--- src/rtl/fpnew_pkg.sv ---
// Shared opgroup definitions: the retirement mode and the slice-index width helper.
package fpnew_pkg;

  typedef enum logic {
    IN_ORDER    = 1'b0,
    ROUND_ROBIN = 1'b1
  } arb_mode_e;

  function automatic int idx_width(input int num_in);
    return (num_in > 1) ? $clog2(num_in) : 1;
  endfunction

endpackage

--- src/rtl/fpnew_opgroup_ordered_arbiter_if.sv ---
// Dispatch, slice and retire handshake bundle for the opgroup arbiter.
interface fpnew_opgroup_ordered_arbiter_if #(
  parameter int NumIn     = 5,
  parameter int DataWidth = 64,
  parameter int Depth     = 8,
  parameter int IdxWidth  = fpnew_pkg::idx_width(NumIn),
  parameter int CntWidth  = $clog2(Depth + 1)
);
  logic                       flush_i;
  logic                       dispatch_valid_i;
  logic [IdxWidth-1:0]        dispatch_sel_i;
  logic                       dispatch_ready_o;
  logic [NumIn-1:0]           slc_in_valid_o;
  logic [NumIn-1:0]           slc_in_ready_i;
  logic [NumIn-1:0]           slc_out_valid_i;
  logic [NumIn-1:0]           slc_out_ready_o;
  logic [NumIn*DataWidth-1:0] slc_out_data_i;
  logic                       out_valid_o;
  logic                       out_ready_i;
  logic [DataWidth-1:0]       out_data_o;
  logic [IdxWidth-1:0]        out_idx_o;
  logic [CntWidth-1:0]        outstanding_o;
  logic                       full_o;
  logic                       busy_o;

  modport slave (
    input  flush_i, dispatch_valid_i, dispatch_sel_i, slc_in_ready_i,
           slc_out_valid_i, slc_out_data_i, out_ready_i,
    output dispatch_ready_o, slc_in_valid_o, slc_out_ready_o, out_valid_o,
           out_data_o, out_idx_o, outstanding_o, full_o, busy_o
  );

  modport master (
    output flush_i, dispatch_valid_i, dispatch_sel_i, slc_in_ready_i,
           slc_out_valid_i, slc_out_data_i, out_ready_i,
    input  dispatch_ready_o, slc_in_valid_o, slc_out_ready_o, out_valid_o,
           out_data_o, out_idx_o, outstanding_o, full_o, busy_o
  );
endinterface

--- src/rtl/fpnew_order_fifo.sv ---
// Dispatch-order FIFO of slice indices; pointers carry a wrap bit for full/empty.
module fpnew_order_fifo #(
  parameter int Depth = 8,
  parameter int Width = 3
) (
  input  logic             clk_i,
  input  logic             rst_i,
  input  logic             flush_i,
  input  logic             push_i,
  input  logic [Width-1:0] data_i,
  input  logic             pop_i,
  output logic [Width-1:0] data_o,
  output logic             full_o,
  output logic             empty_o
);
  localparam int PtrW = $clog2(Depth);

  logic [Width-1:0] r_mem [Depth];
  logic [PtrW:0]    r_wr;
  logic [PtrW:0]    r_rd;
  logic             w_push;
  logic             w_pop;

  assign empty_o = (r_wr == r_rd);
  assign full_o  = (r_wr[PtrW] != r_rd[PtrW]) && (r_wr[PtrW-1:0] == r_rd[PtrW-1:0]);
  assign data_o  = r_mem[r_rd[PtrW-1:0]];
  assign w_push  = push_i & !full_o;
  assign w_pop   = pop_i & !empty_o;

  always_ff @(posedge clk_i or posedge rst_i) begin
    if (rst_i) begin
      r_wr <= '0;
      r_rd <= '0;
    end else if (flush_i) begin
      r_wr <= '0;
      r_rd <= '0;
    end else begin
      if (w_push) r_wr <= r_wr + 1'b1;
      if (w_pop)  r_rd <= r_rd + 1'b1;
    end
  end

  always_ff @(posedge clk_i) begin
    if (w_push) r_mem[r_wr[PtrW-1:0]] <= data_i;
  end
endmodule

--- src/rtl/fpnew_opgroup_ordered_arbiter.sv ---
// Steers operations to slices, counts in-flight work and retires results in
// dispatch order or round-robin through a single output register.
module fpnew_opgroup_ordered_arbiter
  import fpnew_pkg::*;
#(
  parameter int NumIn     = 5,
  parameter int DataWidth = 64,
  parameter int Depth     = 8,
  parameter int InOrder   = 1
) (
  input logic clk_i,
  input logic rst_i,
  fpnew_opgroup_ordered_arbiter_if.slave bus
);
  localparam int        IdxWidth = idx_width(NumIn);
  localparam int        CntWidth = $clog2(Depth + 1);
  localparam arb_mode_e Mode     = (InOrder != 0) ? IN_ORDER : ROUND_ROBIN;

  logic [CntWidth-1:0]  r_cnt;
  logic                 r_out_valid;
  logic [DataWidth-1:0] r_out_data;
  logic [IdxWidth-1:0]  r_out_idx;

  logic                 w_full, w_block, w_sel_ready, w_dispatch;
  logic                 w_can_load, w_ok, w_retire;
  logic [NumIn-1:0]     w_slc_in_valid, w_slc_out_ready;
  logic [IdxWidth-1:0]  w_sel_idx;
  logic [DataWidth-1:0] w_sel_data;

  assign w_full     = (r_cnt == CntWidth'(Depth));
  assign w_can_load = !r_out_valid | bus.out_ready_i;
  // Nothing may handshake on the retire side during a flush or while reset is held.
  assign w_ok       = w_can_load & !bus.flush_i & !rst_i;

  always_comb begin
    w_sel_ready    = 1'b0;
    w_slc_in_valid = '0;
    for (int k = 0; k < NumIn; k++) begin
      if (bus.dispatch_sel_i == IdxWidth'(k)) begin
        w_sel_ready       = bus.slc_in_ready_i[k];
        w_slc_in_valid[k] = bus.dispatch_valid_i & !w_block & !rst_i;
      end
    end
  end

  always_comb begin
    w_sel_data = '0;
    for (int k = 0; k < NumIn; k++) begin
      if (w_sel_idx == IdxWidth'(k)) w_sel_data = bus.slc_out_data_i[k*DataWidth +: DataWidth];
    end
  end

  assign bus.dispatch_ready_o = w_sel_ready & !w_block & !bus.flush_i & !rst_i;
  assign w_dispatch           = bus.dispatch_valid_i & bus.dispatch_ready_o;
  assign bus.slc_in_valid_o   = w_slc_in_valid;
  assign bus.slc_out_ready_o  = w_slc_out_ready;

  generate
    if (Mode == IN_ORDER) begin : g_in_order
      logic [IdxWidth-1:0] w_head;
      logic                w_empty, w_fifo_full, w_head_valid;

      fpnew_order_fifo #(.Depth(Depth), .Width(IdxWidth)) u_order_fifo (
        .clk_i   (clk_i),
        .rst_i   (rst_i),
        .flush_i (bus.flush_i),
        .push_i  (w_dispatch),
        .data_i  (bus.dispatch_sel_i),
        .pop_i   (w_retire),
        .data_o  (w_head),
        .full_o  (w_fifo_full),
        .empty_o (w_empty)
      );

      // Count and FIFO occupancy track each other; either one blocks dispatch.
      assign w_block = w_full | w_fifo_full;

      always_comb begin
        w_slc_out_ready = '0;
        w_head_valid    = 1'b0;
        for (int k = 0; k < NumIn; k++) begin
          if (w_head == IdxWidth'(k)) begin
            w_slc_out_ready[k] = !w_empty & w_ok;
            w_head_valid       = bus.slc_out_valid_i[k];
          end
        end
      end

      assign w_retire  = !w_empty & w_ok & w_head_valid;
      assign w_sel_idx = w_head;
    end else begin : g_round_robin
      logic [IdxWidth-1:0] r_rr;
      logic [IdxWidth-1:0] w_grant;
      logic                w_found, w_rr_ok;

      assign w_block = w_full;
      assign w_rr_ok = w_ok & (r_cnt != '0);

      always_comb begin : rr_pick
        int j;
        j       = 0;
        w_found = 1'b0;
        w_grant = '0;
        for (int i = 0; i < NumIn; i++) begin
          j = (int'(r_rr) + i) % NumIn;
          if (!w_found && bus.slc_out_valid_i[j]) begin
            w_found = 1'b1;
            w_grant = IdxWidth'(j);
          end
        end
      end

      always_comb begin
        w_slc_out_ready = '0;
        for (int k = 0; k < NumIn; k++) begin
          if (w_grant == IdxWidth'(k)) w_slc_out_ready[k] = w_found & w_rr_ok;
        end
      end

      assign w_retire  = w_found & w_rr_ok;
      assign w_sel_idx = w_grant;

      always_ff @(posedge clk_i or posedge rst_i) begin
        if (rst_i) begin
          r_rr <= '0;
        end else if (bus.flush_i) begin
          r_rr <= '0;
        end else if (w_retire) begin
          r_rr <= (w_grant == IdxWidth'(NumIn - 1)) ? '0 : w_grant + 1'b1;
        end
      end
    end
  endgenerate

  always_ff @(posedge clk_i or posedge rst_i) begin
    if (rst_i) begin
      r_cnt       <= '0;
      r_out_valid <= 1'b0;
      r_out_data  <= '0;
      r_out_idx   <= '0;
    end else if (bus.flush_i) begin
      r_cnt       <= '0;
      r_out_valid <= 1'b0;
    end else begin
      if (w_dispatch && !w_retire)      r_cnt <= r_cnt + CntWidth'(1);
      else if (!w_dispatch && w_retire) r_cnt <= r_cnt - CntWidth'(1);
      if (w_retire) begin
        r_out_valid <= 1'b1;
        r_out_data  <= w_sel_data;
        r_out_idx   <= w_sel_idx;
      end else if (bus.out_ready_i) begin
        r_out_valid <= 1'b0;
      end
    end
  end

  assign bus.out_valid_o   = r_out_valid;
  assign bus.out_data_o    = r_out_data;
  assign bus.out_idx_o     = r_out_idx;
  assign bus.outstanding_o = r_cnt;
  assign bus.full_o        = w_full;
  assign bus.busy_o        = (r_cnt != '0) | r_out_valid;
endmodule

--- src/flat_wrapper.sv ---
// flat-port wrapper written by rule: the top's interface ports become plain ports
module fpnew_opgroup_ordered_arbiter_flat import fpnew_pkg::*;
#(
  parameter int NumIn     = 5,
  parameter int DataWidth = 64,
  parameter int Depth     = 8,
  parameter int InOrder   = 1
)
  (clk_i, rst_i, bus_flush_i, bus_dispatch_valid_i, bus_dispatch_sel_i, bus_slc_in_ready_i, bus_slc_out_valid_i, bus_slc_out_data_i, bus_out_ready_i, bus_dispatch_ready_o, bus_slc_in_valid_o, bus_slc_out_ready_o, bus_out_valid_o, bus_out_data_o, bus_out_idx_o, bus_outstanding_o, bus_full_o, bus_busy_o);
  fpnew_opgroup_ordered_arbiter_if #(.NumIn(NumIn), .DataWidth(DataWidth), .Depth(Depth)) bus_i ();
  input logic clk_i;
  input logic rst_i;
  input wire logic [$bits(bus_i.flush_i)-1:0] bus_flush_i;
  input wire logic [$bits(bus_i.dispatch_valid_i)-1:0] bus_dispatch_valid_i;
  input wire logic [$bits(bus_i.dispatch_sel_i)-1:0] bus_dispatch_sel_i;
  input wire logic [$bits(bus_i.slc_in_ready_i)-1:0] bus_slc_in_ready_i;
  input wire logic [$bits(bus_i.slc_out_valid_i)-1:0] bus_slc_out_valid_i;
  input wire logic [$bits(bus_i.slc_out_data_i)-1:0] bus_slc_out_data_i;
  input wire logic [$bits(bus_i.out_ready_i)-1:0] bus_out_ready_i;
  output wire logic [$bits(bus_i.dispatch_ready_o)-1:0] bus_dispatch_ready_o;
  output wire logic [$bits(bus_i.slc_in_valid_o)-1:0] bus_slc_in_valid_o;
  output wire logic [$bits(bus_i.slc_out_ready_o)-1:0] bus_slc_out_ready_o;
  output wire logic [$bits(bus_i.out_valid_o)-1:0] bus_out_valid_o;
  output wire logic [$bits(bus_i.out_data_o)-1:0] bus_out_data_o;
  output wire logic [$bits(bus_i.out_idx_o)-1:0] bus_out_idx_o;
  output wire logic [$bits(bus_i.outstanding_o)-1:0] bus_outstanding_o;
  output wire logic [$bits(bus_i.full_o)-1:0] bus_full_o;
  output wire logic [$bits(bus_i.busy_o)-1:0] bus_busy_o;
  assign bus_i.flush_i = bus_flush_i;
  assign bus_i.dispatch_valid_i = bus_dispatch_valid_i;
  assign bus_i.dispatch_sel_i = bus_dispatch_sel_i;
  assign bus_i.slc_in_ready_i = bus_slc_in_ready_i;
  assign bus_i.slc_out_valid_i = bus_slc_out_valid_i;
  assign bus_i.slc_out_data_i = bus_slc_out_data_i;
  assign bus_i.out_ready_i = bus_out_ready_i;
  assign bus_dispatch_ready_o = bus_i.dispatch_ready_o;
  assign bus_slc_in_valid_o = bus_i.slc_in_valid_o;
  assign bus_slc_out_ready_o = bus_i.slc_out_ready_o;
  assign bus_out_valid_o = bus_i.out_valid_o;
  assign bus_out_data_o = bus_i.out_data_o;
  assign bus_out_idx_o = bus_i.out_idx_o;
  assign bus_outstanding_o = bus_i.outstanding_o;
  assign bus_full_o = bus_i.full_o;
  assign bus_busy_o = bus_i.busy_o;
  fpnew_opgroup_ordered_arbiter #(.NumIn(NumIn), .DataWidth(DataWidth), .Depth(Depth), .InOrder(InOrder)) u_core (.clk_i(clk_i), .rst_i(rst_i), .bus(bus_i));
endmodule
--- config.mk ---
export PLATFORM = sky130hd
export DESIGN_NAME = fpnew_opgroup_ordered_arbiter_flat
export DESIGN_NICKNAME = d
export VERILOG_FILES = /design/src/rtl/fpnew_pkg.sv /design/src/rtl/fpnew_opgroup_ordered_arbiter_if.sv /design/src/rtl/fpnew_order_fifo.sv /design/src/rtl/fpnew_opgroup_ordered_arbiter.sv /design/src/flat_wrapper.sv
export SDC_FILE = /design/constraint.sdc
export NUM_CORES = 1
export LEC_CHECK = 0
export BUFFER_PORTS_ARGS = -buffer_cell sky130_fd_sc_hd__buf_2
export CAP_MARGIN = 20
export CELL_PAD_IN_SITES_DETAIL_PLACEMENT = 0
export CELL_PAD_IN_SITES_GLOBAL_PLACEMENT = 2
export CORE_AREA = 2 2 163 165
export DETAILED_ROUTE_END_ITERATION = 6
export DIE_AREA = 0 0 165 167
export GPL_TIMING_DRIVEN = 0
export PLACE_DENSITY_LB_ADDON = 0.1
export SLEW_MARGIN = 40
export SYNTH_ARGS = -nofsm -noshare
export SYNTH_HDL_FRONTEND = slang
export SYNTH_SLANG_ARGS = --single-unit
--- constraint.sdc ---
create_clock -name clk_i -period 7.1 [get_ports clk_i]
set_input_delay 0.355 -clock clk_i [delete_from_list [all_inputs] [get_ports clk_i]]
set_output_delay 0.355 -clock clk_i [all_outputs]
set_load 0.005 [all_outputs]
Word level (Yosys, flattened, before mapping). Memory sizes are Yosys's and may differ from the RTL's. Cells that the tools add are included.

Register bits: 80. Memory bits (writable): 24. Input bits: 338. Logic and storage cells: 95. Memories kept: 1.

Multiplexer cells: 37. Add/sub/neg operators: 4. Reduce and logical (&&, ||, !) cells: 19. Bitwise gates (word level): 16. Eq/ne operators: 12.

Memory list: u_core.g_in_order.u_order_fifo.r_mem (depth 8, width 3, read ports 1, clocked after memory_dff 0, wr ports 1, RTL line fpnew_order_fifo.sv:18) `logic [Width-1:0] r_mem [Depth];`.

Operator list (number): 64-bit two-way mux (5); 4-bit two-way mux (7); 1-bit two-way mux (25); 4-bit by 1-bit adder with 4-bit output, second input constant (3); 1-bit bitwise AND (12); 3-bit by 2-bit equality test with 1-bit output, second input constant (4); 1-bit logical NOT (8); 3-bit by 1-bit equality test with 1-bit output, second input constant (2); 3-bit equality test, second input constant (2); 3-bit logical NOT (2); 3-bit nonzero test (2); 4-bit equality test (1); 4-bit equality test, second input constant (1); 2-bit nonzero test (2); 4-bit nonzero test (1); 4-bit by 1-bit subtractor with 4-bit output, second input constant (1); 3-bit equality test (1); 1-bit logical AND (3); 1-bit OR (3); 2-bit AND reduction (1); 1-bit != test (1); 1-bit inverter (1).

Depth between registers and ports, before layout.
Word-level depth: 15. Depth in mapped cells: 17.

By module. From an unflattened synthesis, not the netlist that was laid out.

Cells, all modules: 569. Area, all modules: 6647.6 um2.

Modules (own cells, without submodules): fpnew_opgroup_ordered_arbiter (cells each 455, instances 1, area each 5003.5 um2); fpnew_order_fifo (cells each 114, instances 1, area each 1644.1 um2).

Least setup slack after synthesis. OpenSTA, ideal clock, no wires.

Path kind: reg-to-reg. From: register u_core.g_in_order.u_order_fifo.r_rd[0]. To: register u_core.r_cnt[3] (netlist: u_core.bus.outstanding_o[3]). Arrival: 3.433 ns. Slack: 3.588 ns. Cell stages (with the launch flop): 18. Path through: dfrtp_1 buf_6 mux4_2 mux2_2 buf_2 nand2_1 o32ai_2 o21ai_2 buf_6 buf_4 buf_6 nand2_1 ha_1 a21o_1 a21o_1 and2_1 mux2i_1 mux2i_1.

Cells in the longest elaborated chain, start to end: 12.

Ends and longest elaborated chain: start, declared (RTL line fpnew_order_fifo.sv:20) `logic [PtrW:0] r_rd;`; start signal, assigned (RTL line fpnew_order_fifo.sv:39) `if (w_pop) r_rd <= r_rd + 1'b1;`; memory read 8 x 3 bit; 3-bit logical NOT (RTL line fpnew_opgroup_ordered_arbiter.sv:82) `if (w_head == IdxWidth'(k)) begin`; 1-bit two-way mux (5 in a row) (RTL line fpnew_opgroup_ordered_arbiter.sv:82); 1-bit bitwise AND (RTL line fpnew_opgroup_ordered_arbiter.sv:89) `assign w_retire = !w_empty & w_ok & w_head_valid;`; 1-bit logical NOT (RTL line fpnew_opgroup_ordered_arbiter.sv:145) `if (w_dispatch && !w_retire) r_cnt <= r_cnt + CntWidth'(1);`; 1-bit logical AND (RTL line fpnew_opgroup_ordered_arbiter.sv:145); 4-bit two-way mux (RTL line fpnew_opgroup_ordered_arbiter.sv:145); 4-bit two-way mux (RTL line fpnew_opgroup_ordered_arbiter.sv:141) `end else if (bus.flush_i) begin`; end signal, assigned (RTL line fpnew_opgroup_ordered_arbiter.sv:145); end signal, assigned (RTL line fpnew_opgroup_ordered_arbiter.sv:146) `else if (!w_dispatch && w_retire) r_cnt <= r_cnt - CntWidth'(1);`; end, declared (RTL line fpnew_opgroup_ordered_arbiter.sv:19) `logic [CntWidth-1:0] r_cnt;`.

Several ways; a longest one is shown, not always the timed one. A chain may end at the register's enable or synchronous reset.

Worst setup path after layout. Ends and elaborated chain as after synthesis.

==> impl_metrics.env <==
export IMPL_synthCells=675
export IMPL_mostFrequentLayoutCells="buf_2, nand2_1, o21ai_0"
export IMPL_start_kind="register"
export IMPL_cts_setup_buffers=0
export IMPL_yosysTopAreaCell="dfrtp_1"
export IMPL_max_freq_mhz=229
export IMPL_ff2ff_path_depth=16
export IMPL_syn_to_final_growth_pct=45.0
export IMPL_fin_skew_ns=0.0155
export IMPL_fin_tns_setup_ns=0
export IMPL_end_kind="register"
export IMPL_grt_pass1_vias=6970
export IMPL_cts_tree="done"
export IMPL_synth_top_cell_area_share_pct=31.3
export IMPL_yosysSeqAreaShare_pct=42.6
export IMPL_hold_buffers=0
export IMPL_whs_ns=0.0204
export IMPL_synth_edf_count=24
export IMPL_crit_type="reg -> reg"
export IMPL_worst_pin_slew_ns=0.636
export IMPL_finalCritPeriodShare_pct=61.5
export IMPL_clkLatencyLatePin_ns=0.37
export IMPL_synth_area_mm2=0.00639
export IMPL_drtIter0Drc=505
export IMPL_ys_flop_type="dfrtp_1"
export IMPL_multi_input_area_mm2=0.00334
export IMPL_die_h_um=167
export IMPL_cts_sinks=104
export IMPL_synth_seq_cells=104
export IMPL_synth_warnings=0
export IMPL_drive_gt1_share_pct=43.5
export IMPL_rsz0062_at_grt="false"
export IMPL_finalHoldViolations=0
export IMPL_period_needed_ns=4.36
export IMPL_cts_reportedPaths_clkPinSlew_ns=0.09
export IMPL_cts_root_buf="clkbuf_16"
export IMPL_via_per_inst=4.88
export IMPL_avgSynthCellArea_um2=9.46
export IMPL_synth_area_leaders="dfrtp_1, mux2i_1, edfxtp_1, a222oi_1, o21ai_0"
export IMPL_total_power_mw=1.39
export IMPL_slew_viol_final=0
export IMPL_cp_max_fo=10
export IMPL_finalWeightedCongestion=0.813
export IMPL_grt_max_degree=42
export IMPL_core_mm2=0.0258
export IMPL_synthArstFlopShare_pct=76.9
export IMPL_drt_wl_total_um=30500
export IMPL_rrSetupSlack_ns=2.74
export IMPL_drt_wirelength_per_cell_um=21.0
export IMPL_grt_pass1_wl_um=43300
export IMPL_num_fill_cells=2824
export IMPL_numCtsBuffers=9
export IMPL_drtAntennaViolNets=0
export IMPL_htreeDepth=3
export IMPL_initial_utilization_pct=24.8
export IMPL_die_area_mm2=0.0276
export IMPL_hold_class="in -> async"
export IMPL_setup_viol=0
export IMPL_num_rows=59
export IMPL_final_common_cell="buf_2"
export IMPL_synthesis_nets=1018
export IMPL_track_usage_pct=21.2
export IMPL_crit_required_ns=7.38
export IMPL_total_leakage_power_nw=4.60
export IMPL_critPathArrivalTime_ns=4.65
export IMPL_ys_types=46
export IMPL_ctsResizeCount=0
export IMPL_max_cap_violations=0
export IMPL_fin_nets=1452
export IMPL_hpwl_um=24800
export IMPL_io_buffers=422
export IMPL_antenna_found_initial=5
export IMPL_relSlewSlack_pct=57.2
export IMPL_clk_path_buf_depth=2
export IMPL_max_vdd_ir_drop_v=0.0000929
export IMPL_grt_ovfl_total=0
export IMPL_vias=7088
export IMPL_power_density_mw_per_mm2=150
export IMPL_die_x_um=165
export IMPL_drc=0
export IMPL_rr_startpoint="u_core.g_in_order.u_order_fifo.r_rd[0]$_DFFE_PP0P_"
export IMPL_status="finished clean"
export IMPL_regArea_mm2=0.00272
export IMPL_reg2reg_to="u_core.bus.outstanding_o[3]$_DFFE_PP0P_"
export IMPL_final_util_pct=36.0
export IMPL_drtPass1Iterations=6
export IMPL_pin_count=423
-- per-stage QoR --
stage / std cells / cell area (um2) / worst slack [ns]
after floorplan: 675 / 6390 / 3.59
after global placement: 1432 / 8920 / 2.71
after detailed placement: 1433 / 8950 / 2.68
after CTS: 1449 / 9250 / 2.67
after global routing: 1452 / 9260 / 2.50
final: 1453 / 9270 / 2.74
-- state kept, by name (all words and copies together) (netlist names) --
register                              flops
u_core.bus.outstanding_o                  4
u_core.bus.out_valid_o                    1
u_core.g_in_order.u_order_fifo.r_rd       4
u_core.g_in_order.u_order_fifo.r_wr       4
u_core.bus.out_data_o                    64
u_core.bus.out_idx_o                      3
u_core.g_in_order.u_order_fifo.r_mem     24
-- final cells by class --
cell class / instances / share of cell area (%)
Sequential cell: 104 / 29.4
Buffer: 62 / 3.12
Multi-Input combinational cell: 499 / 36.1
Tap cell: 335 / 4.52
Timing Repair Buffer: 423 / 23.1
Antenna cell: 4 / 0.108
Clock buffer: 9 / 2.43
Clock inverter: 7 / 0.783
Inverter: 10 / 0.459
-- synthesized netlist by cell type, types with 2 or more instances --
cell,instances
nand2_1,139
o21ai_0,113
dfrtp_1,80
mux2i_1,74
a222oi_1,64
clkbuf_1,35
edfxtp_1,24
o21ai_1,20
buf_2,19
nor2_1,18
inv_1,9
nor3_1,9
nand2b_1,8
mux4_2,7
xnor2_1,6
ha_1,4
buf_1,3
buf_6,3
mux2_2,3
xor2_1,3
a21o_1,2
a21oi_1,2
and2_1,2
buf_4,2
nand3_1,2
nor3b_1,2
o21a_1,2
or3_1,2
-- routing by layer --
layer,GRT usage [%],wire (um),vias to the layer above
met2,37.2,15300,279
met5,0,13,-
met3,5.33,2300,22
met1,25.8,12400,3367
met4,5.03,503,2
li1,-,-,3418
-- critical path: stages, from the launching register on --
cell and delay, ns:
dfrtp_1 0.37, buf_6 0.18, mux4_2 0.56, mux2i_1 0.32, mux2i_1 0.37, o32ai_2 0.14
o21ai_2 0.37, buf_6 0.25, buf_4 0.20, buf_6 0.16, nand2_1 0.12, ha_1 0.32
a21o_1 0.18, a21o_1 0.18, and2_1 0.15, mux2i_1 0.20, mux2i_1 0.20
-- report_power, final --
part | switching, mW | leakage, nW | internal (mW)
combinational | 0.115 | 3.14 | 0.125
clock | 0.255 | 0.143 | 0.250
sequential | 0.0122 | 1.32 | 0.633
total | 0.382 | 4.60 | 1.01
-- cells by family (layout without fill, tap and decap cells) --
group | Yosys count | count (layout) | synth area share [%]
AO/OA/AOI/OAI | 210 | 210 | 22.2
AND/OR/NAND/NOR | 189 | 189 | 12.6
flip-flops | 104 | 104 | 42.6
multiplexers | 85 | 85 | 14.9
buffers and inverters | 72 | 511 | 5.07
XOR/XNOR | 10 | 10 | 1.49
adder cells (fa/ha/maj) | 5 | 5 | 1.10
other | 0 | 4 | 0
-- worst max path at each step --
| stage | start | to | slack, ns | depth (start not counted) |
|---|---|---|---|---|
| floorplan | u_core.g_in_order.u_order_fifo.r_rd[0]$_DFFE_PP0P_ | u_core.bus.outstanding_o[3]$_DFFE_PP0P_ | 3.59 | 17 |
| global placement | u_core.g_in_order.u_order_fifo.r_rd[0]$_DFFE_PP0P_ | u_core.bus.outstanding_o[3]$_DFFE_PP0P_ | 2.71 | 16 |
| detailed placement | u_core.g_in_order.u_order_fifo.r_rd[0]$_DFFE_PP0P_ | u_core.bus.outstanding_o[3]$_DFFE_PP0P_ | 2.68 | 16 |
| CTS | u_core.g_in_order.u_order_fifo.r_rd[0]$_DFFE_PP0P_ | u_core.bus.outstanding_o[3]$_DFFE_PP0P_ | 2.67 | 16 |
| global route | u_core.g_in_order.u_order_fifo.r_rd[0]$_DFFE_PP0P_ | u_core.bus.outstanding_o[3]$_DFFE_PP0P_ | 2.50 | 16 |
| finish | u_core.g_in_order.u_order_fifo.r_rd[0]$_DFFE_PP0P_ | u_core.bus.outstanding_o[3]$_DFFE_PP0P_ | 2.74 | 16 |
No activity file was read; power rests on OpenSTA's default activity.
